### config.mk
export PLATFORM = sky130hd
export DESIGN_NAME = exc_ctrl
export DESIGN_NICKNAME = d
export VERILOG_FILES = /design/src/rtl/exc_pkg.sv /design/src/rtl/irq_sync.sv /design/src/rtl/exc_ctrl.sv
export SDC_FILE = /design/constraint.sdc
export NUM_CORES = 1
export LEC_CHECK = 0
export CORE_AREA = 4 4 114 116
export CTS_CLUSTER_DIAMETER = 200
export DETAILED_ROUTE_END_ITERATION = 8
export DIE_AREA = 0 0 118 120
export GPL_TIMING_DRIVEN = 0
export PLACE_DENSITY = 0.84
export SLEW_MARGIN = 20
export SYNTH_ARGS = -nofsm -noshare
export SYNTH_HDL_FRONTEND = slang
export SYNTH_SLANG_ARGS = --single-unit
### constraint.sdc
create_clock -name clk -period 3 [get_ports clk]
set_input_delay 0.45 -clock clk [delete_from_list [all_inputs] [get_ports clk]]
set_output_delay 0.45 -clock clk [all_outputs]
set_load 0.05 [all_outputs]
### src/rtl/exc_pkg.sv
// Shared types and constants for the exception sequencer: FSM states, ESR syndromes
// and the default exception vector.
package exc_pkg;

    typedef enum logic [1:0] {
        EXC_RUN     = 2'd0,
        EXC_HANDLER = 2'd1,
        EXC_HALT    = 2'd2
    } exc_state_t;

    localparam logic [31:0] ESR_NONE  = 32'd0;
    localparam logic [31:0] ESR_INVOP = 32'd1;
    localparam logic [31:0] ESR_IRQ   = 32'd2;

    localparam logic [63:0] VBAR_DEFAULT = 64'h0000_0000_0000_00D8;

endpackage

### src/rtl/irq_sync.sv
// Two-flop synchronizer for the asynchronous interrupt level; 2-cycle latency,
// clears to 0 on reset.
module irq_sync (
    input  logic clk,
    input  logic rst,
    input  logic async_i,
    output logic sync_o
);

    logic [1:0] sync_q;
    logic [1:0] sync_d;

    always_comb begin
        sync_d = {sync_q[0], async_i};
    end

    always_ff @(posedge clk or posedge rst) begin
        if (rst) begin
            sync_q <= 2'b00;
        end else begin
            sync_q <= sync_d;
        end
    end

    assign sync_o = sync_q[1];

endmodule

### src/rtl/exc_ctrl.sv
// Exception/IRQ sequencer: RUN/HANDLER/HALT state, ERR_PC/ESR capture, fetch redirect and
// same-cycle flushes. EXC_IRQ_EN enables synchronized external interrupt entry.
module exc_ctrl
    import exc_pkg::*;
#(
    parameter int          N    = 64,
    parameter logic [N-1:0] VBAR = N'(VBAR_DEFAULT)
) (
    input  logic         clk,
    input  logic         reset,
    input  logic         retire_W,
    input  logic         invop_W,
    input  logic         eret_W,
    input  logic [N-1:0] PC_W,
    input  logic [N-1:0] NextPC_W,
    input  logic         ext_irq,
    output logic         EProc_F,
    output logic [N-1:0] EVAddr_F,
    output logic         Flush_D,
    output logic         Flush_E,
    output logic         Flush_M,
    output logic [N-1:0] ERR_PC,
    output logic [31:0]  ESR,
    output logic         in_handler,
    output logic         halt,
    output logic         irq_ack
);

    exc_state_t   state_q, state_d;
    logic [N-1:0] err_pc_q, err_pc_d;
    logic [31:0]  esr_q, esr_d;
    logic         irq_s;

`ifdef EXC_IRQ_EN
    irq_sync u_irq_sync (
        .clk     (clk),
        .rst     (reset),
        .async_i (ext_irq),
        .sync_o  (irq_s)
    );
`else
    logic unused_ext_irq;
    assign unused_ext_irq = ext_irq;
    assign irq_s          = 1'b0;
`endif

    always_comb begin
        state_d  = state_q;
        err_pc_d = err_pc_q;
        esr_d    = esr_q;
        EProc_F  = 1'b0;
        EVAddr_F = '0;
        irq_ack  = 1'b0;
        unique case (state_q)
            EXC_RUN: begin
                // A faulting instruction takes priority; the IRQ level stays pending.
                if (retire_W && invop_W) begin
                    EProc_F  = 1'b1;
                    EVAddr_F = VBAR;
                    err_pc_d = PC_W;
                    esr_d    = ESR_INVOP;
                    state_d  = EXC_HANDLER;
                end else if (retire_W && irq_s) begin
                    EProc_F  = 1'b1;
                    EVAddr_F = VBAR;
                    err_pc_d = NextPC_W;
                    esr_d    = ESR_IRQ;
                    irq_ack  = 1'b1;
                    state_d  = EXC_HANDLER;
                end
            end
            EXC_HANDLER: begin
                if (retire_W && invop_W) begin
                    state_d = EXC_HALT;
                end else if (retire_W && eret_W) begin
                    EProc_F  = 1'b1;
                    EVAddr_F = err_pc_q;
                    state_d  = EXC_RUN;
                end
            end
            EXC_HALT: begin
                state_d = EXC_HALT;
            end
            default: begin
                state_d = EXC_RUN;
            end
        endcase
    end

    always_ff @(posedge clk or posedge reset) begin
        if (reset) begin
            state_q  <= EXC_RUN;
            err_pc_q <= '0;
            esr_q    <= ESR_NONE;
        end else begin
            state_q  <= state_d;
            err_pc_q <= err_pc_d;
            esr_q    <= esr_d;
        end
    end

    assign Flush_D    = EProc_F;
    assign Flush_E    = EProc_F;
    assign Flush_M    = EProc_F;
    assign ERR_PC     = err_pc_q;
    assign ESR        = esr_q;
    assign in_handler = (state_q == EXC_HANDLER);
    assign halt       = (state_q == EXC_HALT);

endmodule
Word level (Yosys, flattened, before mapping):

Index checks and enable logic that the tools add are counted.
W data, S select, Z words.

* register bits after elaboration: 67
* input port bits: 134
* output and inout bits: 167
* logic and storage cells: 24

* equality and inequality tests: 4
* multiplexer cells: 12
* reduce and logical (&&, ||, !) cells: 5

Operators by type and width (count)
* $mux W64: 2
* $pmux W64 S2: 1
* $mux W8: 1
* $mux W2: 3
* $pmux W2 S3: 1
* $reduce_and A2 Y1: 2
* $mux W1: 3
* $ne A3 B1 Y1 const B: 1
* $eq A2 B1 Y1 const B: 1
* $eq A2 B2 Y1 const B: 1
* $logic_and A1 B1 Y1: 2
* $logic_not A2 Y1: 1
* $ne A2 B2 Y1 const B: 1
* $pmux W1 S2: 1

Longest topological paths before layout:

* depth in word-level cells: 4
* mapped depth: 5

Worst setup path after synthesis:

Ideal clock, no wire load.

* kind: reg-to-output
* from: reg state_q[0]
* to: out EVAddr_F[0]
* arrival: 2.070 ns
* required time: 2.550 ns
* setup slack: 0.480 ns
* stages on the path, launching flop included: 5
* path through: dfrtp_1 or2b_1 clkbuf_1 clkbuf_1 nor3_1

* cells in the longest elaborated chain, start to end: 2
* elaborated cells on any way between the ends: 3

Ends and longest elaborated chain
* start: declaration: line exc_ctrl.sv:29 `exc_state_t state_q, state_d;`
* start signal: assignment: line exc_ctrl.sv:96 `state_q <= state_d;`
* $eq A2 B1 Y1 or $logic_not A2 Y1 (tied branches): line exc_ctrl.sv:54 `unique case (state_q)`
* $pmux W64 S2 *: line exc_ctrl.sv:54
* end: declaration: line exc_ctrl.sv:18 `output logic [N-1:0] EVAddr_F,`

Mark *: on every way between the ends. The rest lies on a longest branch, timed or not.

Worst setup path in the final report:

* from: in invop_W
* to: out EVAddr_F[43]

* cells in the longest elaborated chain, start to end: 3

Ends and longest elaborated chain
* start: declaration: line exc_ctrl.sv:12 `input logic invop_W,`
* $logic_and A1 B1 Y1: line exc_ctrl.sv:57, exc_ctrl.sv:73
* $mux W64: line exc_ctrl.sv:73 `if (retire_W && invop_W) begin`
* $pmux W64 S2: line exc_ctrl.sv:54

No other way between the ends.

==> out/qor.txt <==
DRC = 0
max_cap viols = 0
fraction of layout cells with a size suffix above 1 = 24.4%
Area growth syn-to-layout = 73.8%
Die Ht = 120 µm
Final #Nets = 707
max_slew headroom = 57.2%
Worst EP required = 2.55 ns
clock-pin slew on the worst setup and hold paths = 0.06 ns
period utilization = 95.4%
grt ovf = 0
average vias per placed instance = 4.32
# IOs = 301
total track usage = 15.9%
die extent in x = 118 µm
Critical Path Sink Type = output port
Worst setup SP type = input port
vias = 3135
Routed Antenna Nets = 0
Final Max Slew Viols = 0
Clk Latency, worst-skew pair = 0.32 ns
P_leak = 3.02 nW
worst vdd ir = 622 µV
initial antenna violation count = 0
PnR worst setup slack = 0.138 ns
Clock Sinks = 67
crit path kind = input port to output port
Fmax = 349 MHz
port bufs = 203
final setup fails = 0
CTS tree = built
sequential area share after synthesis = 48.2%
Pwr Density = 1180 nW/µm²
final cell count without fillers = 725
Seq pwr share = 24.2%
min Tclk post-route = 2.86 ns
Fin. Hold Viols = 0
Multi-input gate area = 1300 µm²
register area = 1680 µm²
sw power = 0.00358 W
core area = 11900 µm²
combinational power share = 60.5%
status = completed
Final Util = 50.7%
Place WS = -0.308 ns
Reg-to-Reg Start = state_q[0]$_DFFE_PP0P_
register bit total from synthesis = 67
Routed WL per cell = 15.8 µm
first-pass GRT wire length = 18000 µm
Setup TNS = 0 ns
internal power = 0.00357 W
mapped cell area = 3480 µm²
Synth Instances = 328
DIE AREA = 14200 µm²
Setup Fix Bufs, Post-CTS = 0
placed insts = 710
Initial DRC Count = 51
Layout Skew = 0.00945 ns
H-tree depth = 3
largest net degree at the start of global routing = 40
most frequent cells in the layout = 136 x clkdlybuf4s50_1, 67 x dfrtp_1, 61 x inv_1, 61 x nor3_1, 59 x mux2_2
Worst Max-Slew Pin Slew = 0.642 ns
antenna cell count = 0
Placer Congestion = 0.754
crit-path max FO = 10
Pre-antenna DRT Iters = 4
hold crit path type = input port to asynchronous set/reset pin
Worst Setup SP = invop_W
sw frac = 50.1%
RSZ-0062 raised after global routing = false
Post-DP HPWL = 9030 µm
Synthesis Warnings = 0
Num CTS Buffers = 9
layout filler cell count = 1085
crit-path cells = clkdlybuf4s50_1 > nand3b_1 > clkbuf_1 > nor3_1 > dlygate4sd1_1
CP arrival = 2.41 ns
commonest non-fill, non-tap cell in the layout = clkdlybuf4s50_1
number of global-route vias before repair = 3414
max incr delay on CP = 0.54 ns
Starting Density = 29.2%
row count = 40
CTS root buf = clkbuf_16
Mean Syn Cell Area = 10.6 µm²
critical-path cell with the highest stage delay = dlygate4sd1_1
Clk pwr share = 15.2%
clk buf depth = 2
wirelength, routed = 11500 µm
worst hold slack = 0.467 ns
Synth cell types = 22
[sequential cells by signal, indices dropped and copies added (netlist names)]
signal,cells
state_q,2
ERR_PC,64
ESR,1
[layer usage]
layer / wire (µm) / up-vias / GRT usage, % / share of wire (%)
li1: - / 1485 / - / -
met1: 4300 / 1485 / 16.9 / 37
met2: 5920 / 158 / 28.8 / 52
met3: 1160 / 7 / 7.26 / 10
met4: 97 / 0 / 3.88 / 0.84
met5: 0 / - / 0 / 0
[power groups by stage]
stage	registers [W]	clock network [W]	logic (W)
final	0.00173	0.00109	0.00433
after global routing	0.00181	0.00117	0.00452
after CTS	0.00174	0.00113	0.00437
after detailed placement	0.00175	0	0.00440
after global placement	0.00172	0	0.00435
after floorplan	0.00324	0	0.00141
[repair_timing]
action,4_1_cts,5_1_grt
gates resized for setup,67,45
cloned,0,0
setup endpoints to repair,64,25
hold buffers,0,0
[cells in the mapped netlist]
| master | count | area, µm² |
|---|---|---|
| o21bai_1 | 1 | 7.51 |
| clkbuf_1 | 13 | 48.8 |
| nand3b_1 | 1 | 7.51 |
| and2b_1 | 3 | 22.5 |
| dfrtp_1 | 67 | 1680 |
| or2b_1 | 1 | 7.51 |
| a31o_2 | 4 | 35.0 |
| or2_2 | 1 | 6.26 |
| and4bb_1 | 1 | 12.5 |
| buf_8 | 1 | 15.0 |
| o21a_1 | 1 | 7.51 |
| nand2_1 | 1 | 3.75 |
| mux2_4 | 5 | 75.1 |
| buf_4 | 40 | 300 |
| conb_1 | 1 | 3.75 |
| mux2_2 | 59 | 664 |
| and3b_1 | 1 | 8.76 |
| o211a_1 | 1 | 10.0 |
| inv_1 | 62 | 233 |
| a21oi_1 | 1 | 5.00 |
| nor3_1 | 61 | 305 |
| buf_6 | 2 | 22.5 |
[stage by stage]
step                power (W)  cell area [µm²]
finish                0.00715             6040
global route          0.00750             6040
CTS                   0.00724             6070
detailed placement    0.00615             5830
global placement      0.00606             5810
floorplan             0.00465             3590
[kinds of logic (layout without fill, tap and decap cells)]
kind of cell,count (synthesis),after routing,share of synthesized area [%]
simple gates,70,70,10.8
mux,64,64,21.3
other cells,1,32,0.108
compound gates,8,8,1.87
flops,67,67,48.2
buf+inv,118,337,17.8
[area by class of cell]
class	instances	share of cell area [%]
Buffer	55	6.35
Clock inverter	5	0.994
Clock buffer	11	4.18
Multi-Input combinational cell	174	21.5
Sequential cell	67	27.7
Inverter	62	3.89
Tap cell	147	3.04
Timing Repair Buffer	204	32.3
[critical path: cells and delay by family]
family                 cells  cell delay, ns
buffers and inverters      3            1.39
AND/OR/NAND/NOR            2            0.56
[worst paths after layout]
path | endpoint | slack (ns) | cells after the start
min in group clk | ESR[0]$_DFFE_PP0P_ | 0.49 | 1
max in group asynchronous | ERR_PC[55]$_DFFE_PP0P_ | 1.99 | 3
setup reg to reg | ERR_PC[15]$_DFFE_PP0P_ | 1.42 | 5
hold / removal | ERR_PC[22]$_DFFE_PP0P_ | 0.47 | 2
hold reg to reg | ESR[0]$_DFFE_PP0P_ | 0.49 | 1
setup / recovery | EVAddr_F[43] | 0.14 | 5
Note: power is estimated with default switching activity, not from simulation.
